## src/rtl/cnt_seq_defs.vh

```
// Shared encodings for the counter sequencer: FSM state codes, state width, run modes.
// Latency: n/a (definitions only).
// Backpressure: n/a.
`ifndef CNT_SEQ_DEFS_VH
`define CNT_SEQ_DEFS_VH

`define CNT_SEQ_STATE_W   3
`define CNT_SEQ_ST_IDLE   3'd0
`define CNT_SEQ_ST_ARMED  3'd1
`define CNT_SEQ_ST_RUN    3'd2
`define CNT_SEQ_ST_HOLD   3'd3
`define CNT_SEQ_ST_DONE   3'd4

`define MODE_ONESHOT      1'b0
`define MODE_PERIODIC     1'b1

`endif

```

## src/rtl/counter_sequencer_pkg.sv

```systemverilog
// Shared types for the counter sequencer: typed FSM states and run-mode constants.
// Latency: n/a (types only).
// Backpressure: n/a.
package counter_sequencer_pkg;
`include "cnt_seq_defs.vh"

   localparam int unsigned STATE_W = `CNT_SEQ_STATE_W;

   typedef enum logic [STATE_W-1:0] {
      S_IDLE  = `CNT_SEQ_ST_IDLE,
      S_ARMED = `CNT_SEQ_ST_ARMED,
      S_RUN   = `CNT_SEQ_ST_RUN,
      S_HOLD  = `CNT_SEQ_ST_HOLD,
      S_DONE  = `CNT_SEQ_ST_DONE
   } state_e;

   localparam logic MODE_ONESHOT  = `MODE_ONESHOT;
   localparam logic MODE_PERIODIC = `MODE_PERIODIC;

endpackage

```

## src/rtl/cnt_core.sv

```systemverilog
// Counter datapath: WIDTH-bit up-counter with clear/enable and terminal compare.
// Latency: count updates one edge after clr/en; term is combinational on count.
// Backpressure: none; the sequencer decides every cycle whether to clear, count or hold.
// Ports:
//   clk, rst      clock, synchronous active-high reset
//   clr, en       clear has priority over enable; neither -> hold
//   limit         terminal value compared against the current count
//   count, term   registered count, (count == limit)
module cnt_core
   import counter_sequencer_pkg::*;
#(
   parameter int unsigned WIDTH = 4
) (
   input  logic             clk,
   input  logic             rst,
   input  logic             clr,
   input  logic             en,
   input  logic [WIDTH-1:0] limit,
   output logic [WIDTH-1:0] count,
   output logic             term
);

   logic [WIDTH-1:0] count_q;
   logic [WIDTH-1:0] count_d;

   always_comb begin
      count_d = count_q;
      if (clr) begin
         count_d = '0;
      end else if (en) begin
         // The sequencer never enables at limit, so this cannot wrap.
         count_d = count_q + WIDTH'(1);
      end
   end

   always_ff @(posedge clk) begin
      if (rst) begin
         count_q <= '0;
      end else begin
         count_q <= count_d;
      end
   end

   assign count = count_q;
   assign term  = (count_q == limit);

endmodule

```

## src/rtl/counter_sequencer.sv

```systemverilog
// One-shot/periodic timer sequencer around a WIDTH-bit counter (FSM, config regs, tc/done).
// Latency: config accepted in one edge; count=1 two edges after start; tc one edge after terminal.
// Backpressure: cfg_ready low in ARMED/RUN/HOLD; offered configs there are dropped, not queued.
// Optional feature: CNT_SEQ_PERIODIC_EN enables periodic mode; otherwise cfg_mode is ignored.
// Ports:
//   clk, rst                         clock, synchronous active-high reset
//   cfg_valid/cfg_ready              config handshake carrying cfg_period, cfg_mode
//   start, halt                      begin/resume and pause requests (halt wins when both)
//   count, tc                        registered count, one-cycle terminal-count pulse
//   busy, done                       RUN/HOLD indicator, DONE level
module counter_sequencer
   import counter_sequencer_pkg::*;
#(
   parameter int unsigned WIDTH = 4
) (
   input  logic             clk,
   input  logic             rst,
   input  logic             cfg_valid,
   output logic             cfg_ready,
   input  logic [WIDTH-1:0] cfg_period,
   input  logic             cfg_mode,
   input  logic             start,
   input  logic             halt,
   output logic [WIDTH-1:0] count,
   output logic             tc,
   output logic             busy,
   output logic             done
);

   state_e           state_q, state_d;
   logic [WIDTH-1:0] period_q, period_d;
   logic             tc_q, tc_d;
   logic             cnt_clr;
   logic             cnt_en;
   logic             cnt_term;

`ifdef CNT_SEQ_PERIODIC_EN
   logic             mode_q, mode_d;
`else
   logic             mode_q;
   logic             unused_cfg_mode;
   assign mode_q          = MODE_ONESHOT;
   assign unused_cfg_mode = cfg_mode;
`endif

   cnt_core #(
      .WIDTH (WIDTH)
   ) u_cnt_core (
      .clk   (clk),
      .rst   (rst),
      .clr   (cnt_clr),
      .en    (cnt_en),
      .limit (period_q),
      .count (count),
      .term  (cnt_term)
   );

   // State and config registers.
   always_ff @(posedge clk) begin
      if (rst) begin
         state_q  <= S_IDLE;
         period_q <= '0;
         tc_q     <= 1'b0;
`ifdef CNT_SEQ_PERIODIC_EN
         mode_q   <= MODE_ONESHOT;
`endif
      end else begin
         state_q  <= state_d;
         period_q <= period_d;
         tc_q     <= tc_d;
`ifdef CNT_SEQ_PERIODIC_EN
         mode_q   <= mode_d;
`endif
      end
   end

   // Next-state and datapath control.
   always_comb begin
      state_d  = state_q;
      period_d = period_q;
`ifdef CNT_SEQ_PERIODIC_EN
      mode_d   = mode_q;
`endif
      tc_d     = 1'b0;
      cnt_clr  = 1'b0;
      cnt_en   = 1'b0;

      case (state_q)
         S_IDLE: begin
            if (cfg_valid) begin
               period_d = cfg_period;
`ifdef CNT_SEQ_PERIODIC_EN
               mode_d   = cfg_mode;
`endif
               cnt_clr  = 1'b1;
               state_d  = S_ARMED;
            end
         end
         S_ARMED: begin
            if (start) begin
               state_d = S_RUN;
            end
         end
         S_RUN: begin
            // The terminal action takes precedence over a simultaneous halt.
            if (cnt_term) begin
               tc_d = 1'b1;
`ifdef CNT_SEQ_PERIODIC_EN
               if (mode_q == MODE_PERIODIC) begin
                  cnt_clr = 1'b1;
                  state_d = halt ? S_HOLD : S_RUN;
               end else begin
                  state_d = S_DONE;
               end
`else
               state_d = S_DONE;
`endif
            end else if (halt) begin
               state_d = S_HOLD;
            end else begin
               cnt_en = 1'b1;
            end
         end
         S_HOLD: begin
            if (start && !halt) begin
               state_d = S_RUN;
            end
         end
         S_DONE: begin
            // A new config outranks a restart with the old one.
            if (cfg_valid) begin
               period_d = cfg_period;
`ifdef CNT_SEQ_PERIODIC_EN
               mode_d   = cfg_mode;
`endif
               cnt_clr  = 1'b1;
               state_d  = S_ARMED;
            end else if (start) begin
               cnt_clr = 1'b1;
               state_d = S_RUN;
            end
         end
         default: begin
            // Unused encodings recover to IDLE with a clean counter.
            cnt_clr = 1'b1;
            state_d = S_IDLE;
         end
      endcase
   end

   // State-decoded outputs.
   always_comb begin
      cfg_ready = 1'b0;
      busy      = 1'b0;
      done      = 1'b0;
      case (state_q)
         S_IDLE:  cfg_ready = 1'b1;
         S_DONE: begin
            cfg_ready = 1'b1;
            done      = 1'b1;
         end
         S_RUN, S_HOLD: busy = 1'b1;
         default: ;
      endcase
   end

   assign tc = tc_q;

endmodule

```

## config.mk

```make
export PLATFORM = sky130hd
export DESIGN_NAME = counter_sequencer
export DESIGN_NICKNAME = d
export VERILOG_FILES = /design/src/rtl/counter_sequencer_pkg.sv /design/src/rtl/cnt_core.sv /design/src/rtl/counter_sequencer.sv
export VERILOG_INCLUDE_DIRS = /design/src /design/src/rtl
export SDC_FILE = /design/constraint.sdc
export NUM_CORES = 1
export LEC_CHECK = 0
export ABC_AREA = 1
export CAP_MARGIN = 20
export CORE_MARGIN = 2
export CORE_UTILIZATION = 39
export DETAILED_ROUTE_END_ITERATION = 10
export PLACE_DENSITY = 0.71
export REMOVE_ABC_BUFFERS = 1
export SLEW_MARGIN = 40
export SYNTH_ARGS = -nofsm -noshare
export SYNTH_HDL_FRONTEND = slang
export SYNTH_SLANG_ARGS = --single-unit
```

## constraint.sdc

```tcl
create_clock -name clk -period 3.5 [get_ports clk]
set_input_delay 0.875 -clock clk [delete_from_list [all_inputs] [get_ports clk]]
set_output_delay 0.875 -clock clk [all_outputs]
set_load 0.005 [all_outputs]
```

==> results_dict.tcl <==
set metrics [dict create \
    totalWireLength_um 1590 \
    use_met2 0.256 \
    cts_tree "built" \
    crit_path_end_kind "output pin" \
    crit_type "flip-flop to output pin" \
    cp.arrival_ns 1.57 \
    ir_drop_mv 0.307 \
    ys_warn_count 0 \
    wl_per_cell_um 11.4 \
    ctsLongestPathBuffers 2 \
    antenna_cells 0 \
    worstSetupStartpointType "flip-flop" \
    cp_num_buf_inv 2 \
    root_buffer "clkbuf_4" \
    dp_hpwl_um 1140 \
    maxCapViolations 0 \
    synthCells 102 \
    post-cts-setup-buffer-count 0 \
    grt_pass1_wl_um 2610 \
    required_ns 2.62 \
    critPathMaxStageDelay_ns 0.49 \
    fin_worst_skew_ns 0.00522 \
    viasPerCell 5.24 \
    ctsResizeCount 0 \
    start_util 0.410 \
    yosysSeqAreaShare 0.347 \
    path_delay_family "buffers and inverters" \
    core_area_mm2 0.00169 \
    cp_max_fo 6 \
    power.density_mw_per_mm2 468 \
    fillers 176 \
    crit_slowest_cell "clkdlybuf4s50_1" \
    cts_hold_buffers 0 \
    ioPinCount 18 \
    finalHoldViolations 0 \
    fp.dieW_um 46.1 \
    synth_seq_cells 12 \
    grt_use_met3 0.0471 \
    setup_slack_ns 1.06 \
    post-place-ws_ns 1.37 \
    nets 134 \
    slew_violations 0 \
    clk_pin_slew_ns 0.09 \
    min_period_ns 2.44 \
    syn_area_um2 692 \
    drive_above_1_share 0.115 \
    grt.total_usage 0.176 \
    rsz0062_at_grt "false" \
    rows 15 \
    vias 728 \
    antenna_found_initial 0 \
    drcViolationCount 0 \
    leakagePower_nw 0.393 \
    grt_pass1_vias 618 \
    setup_violations 0 \
    cts_max_level 1 \
    io_buffers 16 \
    fin_crit_sh 0.698 \
    grtUsageMet1 0.239 \
    worst_pin_slew_ns 0.378 \
    place_congestion 0.765 \
    ant_nets 0 \
    grt_overflow 0 \
    syn_avg_cell_area_um2 6.78 \
    max_freq_ghz 0.409 \
    slew_headroom 0.747 \
    setup_tns_ns 0 \
    clk_latency_ns 0.28 \
    status "complete, no violations" \
    synth_cell_type_count 20 \
    top_usage_layer "met2" \
    syn2layout_area_growth_pct 31.5 \
    grt_max_degree 11 \
    die_y_um 46.1 \
    clock-sinks 12 \
    dr.pass1.iters 4 \
    die-area_mm2 0.00213 \
    hp-class "flip-flop to flip-flop" \
    cts_buffers 3 \
    path_cells "nor2_2, nand2_2, inv_1, clkdlybuf4s50_1" \
    drt-initial-drc-count 15 \
]
-- registers in the layout, indices dropped and copies added, names as in the netlist --
register,count
period_q,4
state_q,3
tc,1
u_cnt_core.count,4
-- cell type report --
| cell class | count | area (µm²) | area share |
|---|---|---|---|
| clock buffers | 4 | 36.3 | 0.0399 |
| inverters | 17 | 63.8 | 0.0702 |
| multi-input cells | 73 | 388 | 0.426 |
| flip-flops and latches | 12 | 240 | 0.264 |
| well taps | 17 | 21.3 | 0.0234 |
| repair buffers | 16 | 160 | 0.176 |
-- Yosys cell counts --
| library cell | instances | area, µm² |
|---|---|---|
| a21oi_1 | 11 | 55.1 |
| a21oi_2 | 1 | 8.76 |
| dfxtp_1 | 12 | 240 |
| ha_1 | 1 | 12.5 |
| inv_1 | 16 | 60.1 |
| inv_2 | 1 | 3.75 |
| nand2_1 | 30 | 113 |
| nand2_2 | 2 | 12.5 |
| nand2_4 | 1 | 11.3 |
| nand3_1 | 2 | 10.0 |
| nand3_4 | 1 | 17.5 |
| nand3b_1 | 3 | 22.5 |
| nand4_1 | 5 | 31.3 |
| nor2_1 | 5 | 18.8 |
| nor2_2 | 3 | 18.8 |
| nor3_1 | 1 | 5.00 |
| nor3_4 | 1 | 16.3 |
| o21ai_1 | 4 | 20.0 |
| o22ai_1 | 1 | 6.26 |
| xor2_1 | 1 | 8.76 |
-- kinds of logic after synthesis --
group | count (synthesis) | share of synthesized area
AO/OA/AOI/OAI | 17 | 0.130
XOR/XNOR | 1 | 0.0127
adder cells (fa/ha/maj) | 1 | 0.0181
buffers and inverters | 17 | 0.0922
flip-flops | 12 | 0.347
AND/OR/NAND/NOR | 54 | 0.400
-- cell usage in the layout (no fill, tap or decap) --
master	Yosys	final
a21oi_1	11	11
a21oi_2	1	1
clkbuf_4	0	3
clkbuf_8	0	1
clkdlybuf4s50_1	0	16
dfxtp_1	12	12
ha_1	1	1
inv_1	16	16
inv_2	1	1
nand2_1	30	30
nand2_2	2	2
nand2_4	1	1
nand3_1	2	2
nand3_4	1	1
nand3b_1	3	3
nand4_1	5	5
nor2_1	5	5
nor2_2	3	3
nor3_1	1	1
nor3_4	1	1
o21ai_1	4	4
o22ai_1	1	1
xor2_1	1	1
-- through the flow --
| step | total power, mW | hold slack, ns | instance area (µm²) | util | std cells |
|---|---|---|---|---|---|
| 4_1_cts | 0.426 | 0.475 | 910 | 0.539 | 139 |
| 3_5_place_dp | 0.311 | 0.461 | 873 | 0.517 | 135 |
| 6_report | 0.426 | 0.473 | 910 | 0.539 | 139 |
| 5_1_grt | 0.454 | 0.496 | 910 | 0.539 | 139 |
| 2_1_floorplan | 0.265 | 0.444 | 692 | - | 102 |
| 3_3_place_gp | 0.307 | 0.456 | 873 | 0.517 | 135 |
-- where the power goes --
group,switching (mW),leakage (nW),internal [mW]
clock network,0.0529,0.0210,0.0633
registers,0.0169,0.0981,0.152
logic,0.0825,0.274,0.0582
-- worst min-delay path: cells and delay by family, from the launching register on --
| family | cells | cell delay (ns) |
|---|---|---|
| DFF | 1 | 0.32 |
| buffers and inverters | 1 | 0.06 |
| AOI/OAI and AO/OA | 1 | 0.06 |
-- routing by layer --
layer,vias up,share of wire
met5,-,0
met4,0,0.022
met3,5,0.032
met2,18,0.47
met1,338,0.48
li1,367,-
-- path summary, 6_finish.rpt --
path                                         start                  endpoint  slack [ns]  cells past startpoint
setup / recovery           state_q[1]$_SDFFE_PP0P_                      done        1.06                      4
hold / removal            period_q[1]$_SDFFE_PP0P_  period_q[1]$_SDFFE_PP0P_        0.47                      2
setup reg to reg  u_cnt_core.count[0]$_SDFFE_PP0P_   state_q[1]$_SDFFE_PP0P_        2.19                      9
hold reg to reg           period_q[1]$_SDFFE_PP0P_  period_q[1]$_SDFFE_PP0P_        0.47                      2
No activity file was read; power rests on OpenSTA's default activity.
